==> src/rtl/paralelo_serial_tx.sv <==
// paralelo_serial_tx: MSB-first byte serializer with comma idle fill and a comma preamble after reset.
// Latency: a byte accepted at edge E starts on data_out after the first load edge after E (1..WIDTH cycles).
// Backpressure: one-entry holding buffer; ready_out is low while it is full, except on an edge that loads data.
module paralelo_serial_tx #(
   parameter int unsigned      WIDTH       = 8,
   parameter logic [WIDTH-1:0] COMMA       = 8'hBC,
   parameter int unsigned      SYNC_COMMAS = 4
) (
   input  logic             clk_32f,
   input  logic             reset_L,
   input  logic [WIDTH-1:0] data_in,
   input  logic             valid_in,
   output logic             ready_out,
   output logic             data_out,
   output logic             tx_active,
   output logic             tx_data_flag
);

   localparam int unsigned   BW        = (WIDTH > 1) ? $clog2(WIDTH) : 1;
   localparam int unsigned   SW        = $clog2(SYNC_COMMAS + 1);
   localparam logic [BW-1:0] LAST_BIT  = BW'(WIDTH - 1);
   localparam logic [SW-1:0] SYNC_DONE = SW'(SYNC_COMMAS);
   localparam logic [SW-1:0] SYNC_LAST = SW'(SYNC_COMMAS - 1);

   logic [WIDTH-1:0] shift_reg;
   logic [WIDTH-1:0] buf_dat;
   logic             buf_full;
   logic [BW-1:0]    bit_cnt;
   logic [SW-1:0]    sync_cnt;

   logic load_edge;
   logic tx_next;
   logic send_data;
   logic accept;

   // The last bit of every character is on the line: the next edge reloads shift_reg.
   assign load_edge = (bit_cnt == LAST_BIT);
   // The character loaded at this edge is the first one allowed to carry data.
   assign tx_next   = (sync_cnt >= SYNC_LAST);
   assign send_data = load_edge & tx_next & buf_full;

   // Ready depends on state only, so upstream may wait for it before raising valid_in.
   assign ready_out = ~buf_full | (load_edge & tx_next);
   assign accept    = valid_in & ready_out;

   assign data_out  = shift_reg[WIDTH-1];
   assign tx_active = (sync_cnt == SYNC_DONE);

   // Bit counter and shifter: shift on ordinary edges, load a comma or the buffered byte on load edges.
   always_ff @(posedge clk_32f or negedge reset_L) begin
      if (!reset_L) begin
         bit_cnt      <= '0;
         shift_reg    <= COMMA;
         tx_data_flag <= 1'b0;
      end else if (load_edge) begin
         bit_cnt      <= '0;
         shift_reg    <= send_data ? buf_dat : COMMA;
         tx_data_flag <= send_data;
      end else begin
         bit_cnt      <= bit_cnt + BW'(1);
         shift_reg    <= {shift_reg[WIDTH-2:0], 1'b0};
      end
   end

   // Preamble counter: counts loaded characters, saturating once the preamble is complete.
   always_ff @(posedge clk_32f or negedge reset_L) begin
      if (!reset_L) begin
         sync_cnt <= '0;
      end else if (load_edge && (sync_cnt != SYNC_DONE)) begin
         sync_cnt <= sync_cnt + SW'(1);
      end
   end

   // Holding buffer: a new byte overwrites the slot in the same edge the old one moves to the shifter.
   always_ff @(posedge clk_32f or negedge reset_L) begin
      if (!reset_L) begin
         buf_dat  <= '0;
         buf_full <= 1'b0;
      end else if (accept) begin
         buf_dat  <= data_in;
         buf_full <= 1'b1;
      end else if (send_data) begin
         buf_full <= 1'b0;
      end
   end

endmodule
==> config.mk <==
export PLATFORM = sky130hd
export DESIGN_NAME = paralelo_serial_tx
export DESIGN_NICKNAME = d
export VERILOG_FILES = /design/src/rtl/paralelo_serial_tx.sv
export SDC_FILE = /design/constraint.sdc
export NUM_CORES = 1
export LEC_CHECK = 0
export BUFFER_PORTS_ARGS = -buffer_cell sky130_fd_sc_hd__buf_4
export CAP_MARGIN = 20
export CORE_UTILIZATION = 60
export CTS_BUF_LIST = sky130_fd_sc_hd__clkbuf_8 sky130_fd_sc_hd__clkbuf_16
export DETAILED_ROUTE_END_ITERATION = 10
export PLACE_DENSITY = 0.82
export SKIP_CTS_REPAIR_TIMING = 1
export SYNTH_ARGS = -nofsm -noshare
export SYNTH_HDL_FRONTEND = slang
export SYNTH_SLANG_ARGS = --single-unit
==> constraint.sdc <==
create_clock -name clk_32f -period 3.65 [get_ports clk_32f]
set_input_delay 0.73 -clock clk_32f [delete_from_list [all_inputs] [get_ports clk_32f]]
set_output_delay 0.73 -clock clk_32f [all_outputs]
set_load 0.01 [all_outputs]
==> impl_metrics.yaml <==
sta:
  finalCritPeriodShare_pct: 79.1
  fin_skew_ns: 0.00307
  finalHoldViolCount: 0
  final.setup.tns_ns: 0
  maxClockFrequency_mhz: 346
  worst_slew_pin_slew_ns: 0.738
  slew_headroom_pct: 50.8
  setup_viol: 0
  drv_slew: 0
  min_period_ns: 2.89
  rsz0062_at_grt: "no"
layout:
  drive_gt1_share_pct: 20.2
  diodes: 0
  area_delta_synth_final_pct: 13.5
  nFillCells: 135
  nets: 136
cts:
  h-tree-depth: 1
  cts_root_buf: "clkbuf_8"
  cts_buffer_depth: 2
  clk_pin_slew_ns: 0.08
  cts_tree: "done"
  cts_num_sinks: 24
  numCtsBuffers: 3
  clk_latency_ns: 0.27
yosys:
  synthCells: 108
  synthDistinctLibCells: 27
  syn_area_per_cell_um2: 10.9
  ys_warn_count: 0
  seq_area_frac_synth_pct: 51.7
  synth-main-ff-cell: "dfrtp_1"
  synth.ff_latch_count: 24
  syn_nets: 124
  syn-cell-area_um2: 1170
  synthArstFlopShare_pct: 100
  synth-edff-count: 0
power_and_ir_drop:
  powerDensity_nw_per_um2: 399
  p_int_uw: 407
  total_power_uw: 532
  vdd_drop_max_mv: 0.301
  total_leakage_power_uw: 0.000557
  switching_share_pct: 23.4
  pwr-share-seq_pct: 55.6
  p_comb_share_pct: 10.0
  switchingPower_uw: 124
  clkPwrFrac_pct: 34.4
critical_path:
  cp_slowest_stage_delay_ns: 0.53
  crit_chain: "ha_1 > ha_1 > a211oi_4 > nand2b_1 > nand2_1 > buf_4"
  arrival_ns: 2.16
  crit_path_frequent_cell: "ha_1"
  cp-end-kind: "output port"
  cp_max_fo: 16
  cpLargestDelayFamily: "compound AO/OA/AOI/OAI gates"
  worstPathRequired_ns: 2.92
  start_kind: "flop"
  cpMaxStageDelayCell: "a211oi_4"
  path_buf_inv: 1
  critPathKind: "reg -> out"
place:
  hpwl_mm: 1.62
  port_buffers: 14
  place_congestion: 0.760
global_route:
  grt_max_degree: 25
  grt_use_total_pct: 26.0
  grt_pass1_vias: 802
  grt_first_pass_wirelength_mm: 3.69
  antenna_found_initial: 0
  grt_remaining_overflow: 0
outcome:
  outcome: "finished clean"
routing:
  drt-total-wl_mm: 2.36
  drtIter0Drc: 17
  route.detailed.drc: 0
  drtAntennaViolNets: 0
  via_per_inst: 6.00
  drt-wirelength-per-cell_um: 16.4
  via_count: 864
  drt-pass1-iter-count: 4
worst_hold_path:
  min_path_type: "in -> async"
floorplan:
  die_x_um: 46.3
  fp.coreArea_um2: 1780
  row_count: 15
  initial_core_util_pct: 65.9
  die_h_um: 46.3
  io_pins: 15
  dieArea_um2: 2140
job:
  maxCapViolations: 0
[Yosys cell counts (2+ instances only)]
master / count / area share, %
dfrtp_1: 19 / 40
nand3_1: 13 / 5.5
nor2b_1: 8 / 4.3
inv_1: 7 / 2.2
o211ai_1: 6 / 3.8
a221oi_1: 5 / 3.7
dfstp_2: 5 / 11
ha_1: 5 / 5.3
nand2_1: 5 / 1.6
o22a_1: 5 / 3.7
clkbuf_1: 4 / 1.3
o21ai_0: 4 / 1.7
a211o_1: 2 / 1.5
a22o_1: 2 / 1.5
and2_1: 2 / 1.1
buf_2: 2 / 0.85
mux2i_1: 2 / 1.7
nor2_1: 2 / 0.64
o2bb2ai_1: 2 / 1.5
[per-stage QoR]
step                      setup slack [ns]  hold slack, ns  area, µm²  std cells  util [%]
final                                0.761           0.332       1330        144      74.8
after global routing                 0.626           0.349       1330        144      74.8
after CTS                            0.757           0.338       1330        144      74.8
after floorplan                       1.55           0.410       1170        108         -
after detailed placement              1.07           0.431       1280        140      71.7
after global placement                1.14           0.423       1280        140      71.7
[power by group through the flow]
stage | Clock, µW | Combinational [µW] | Sequential (µW)
finish | 183 | 53.1 | 296
global route | 198 | 58.5 | 298
CTS | 185 | 53.5 | 296
detailed placement | 0 | 53.4 | 301
global placement | 0 | 51.1 | 300
floorplan | 0 | 32.5 | 296
[kinds of logic (layout without fill, tap and decap cells)]
kind of cell	count (synthesis)	after routing	synth area share, %
buffers and inverters	14	25	5.01
multiplexers	2	2	1.70
AND/OR/NAND/NOR	32	32	14.3
XOR/XNOR	1	1	0.746
AO/OA/AOI/OAI	30	30	21.3
adder cells (fa/ha/maj)	5	5	5.32
flip-flops	24	24	51.7
[layout by cell type, fill, tap and decap left out, drive strengths merged, types with 2 or more instances in the layout]
| master | count |
|---|---|
| dfrtp | 19 |
| buf | 14 |
| nand3 | 13 |
| nor2b | 8 |
| inv | 7 |
| o211ai | 6 |
| nand2 | 5 |
| o22a | 5 |
| a221oi | 5 |
| ha | 5 |
| dfstp | 5 |
| o21ai | 4 |
| clkbuf | 4 |
| nor2 | 2 |
| o2bb2ai | 2 |
| and2 | 2 |
| mux2i | 2 |
| a22o | 2 |
| a211o | 2 |
[cell type report]
type | count | area, µm² | area share (%)
Inverter | 7 | 26.3 | 1.97
Timing Repair Buffer | 14 | 105 | 7.88
Clock buffer | 4 | 55.1 | 4.13
Multi-Input combinational cell | 70 | 509 | 38.2
Tap cell | 25 | 31.3 | 2.35
Sequential cell | 24 | 607 | 45.5
[path summary, 6_finish.rpt]
check                       startpoint            to  slack (ns)  cells after the start
min in group clk_32f        bit_cnt[0]    bit_cnt[0]        0.44                      1
min reg2reg                 bit_cnt[0]    bit_cnt[0]        0.44                      1
max                        sync_cnt[0]     ready_out        0.76                      6
max reg2reg                sync_cnt[0]  tx_data_flag        1.59                      5
max in group asynchronous      reset_L  shift_reg[4]        3.03                      1
min                            reset_L    bit_cnt[2]        0.33                      1
[metal layers]
layer / wire length [µm] / GRT usage, % / vias up
met3: 78 / 7.06 / 5
met5: 0 / 0 / -
met4: 40 / 10.6 / 0
met2: 1160 / 40.6 / 19
met1: 1090 / 34.3 / 424
li1: - / - / 416
Note: power is estimated with default switching activity, not from simulation.
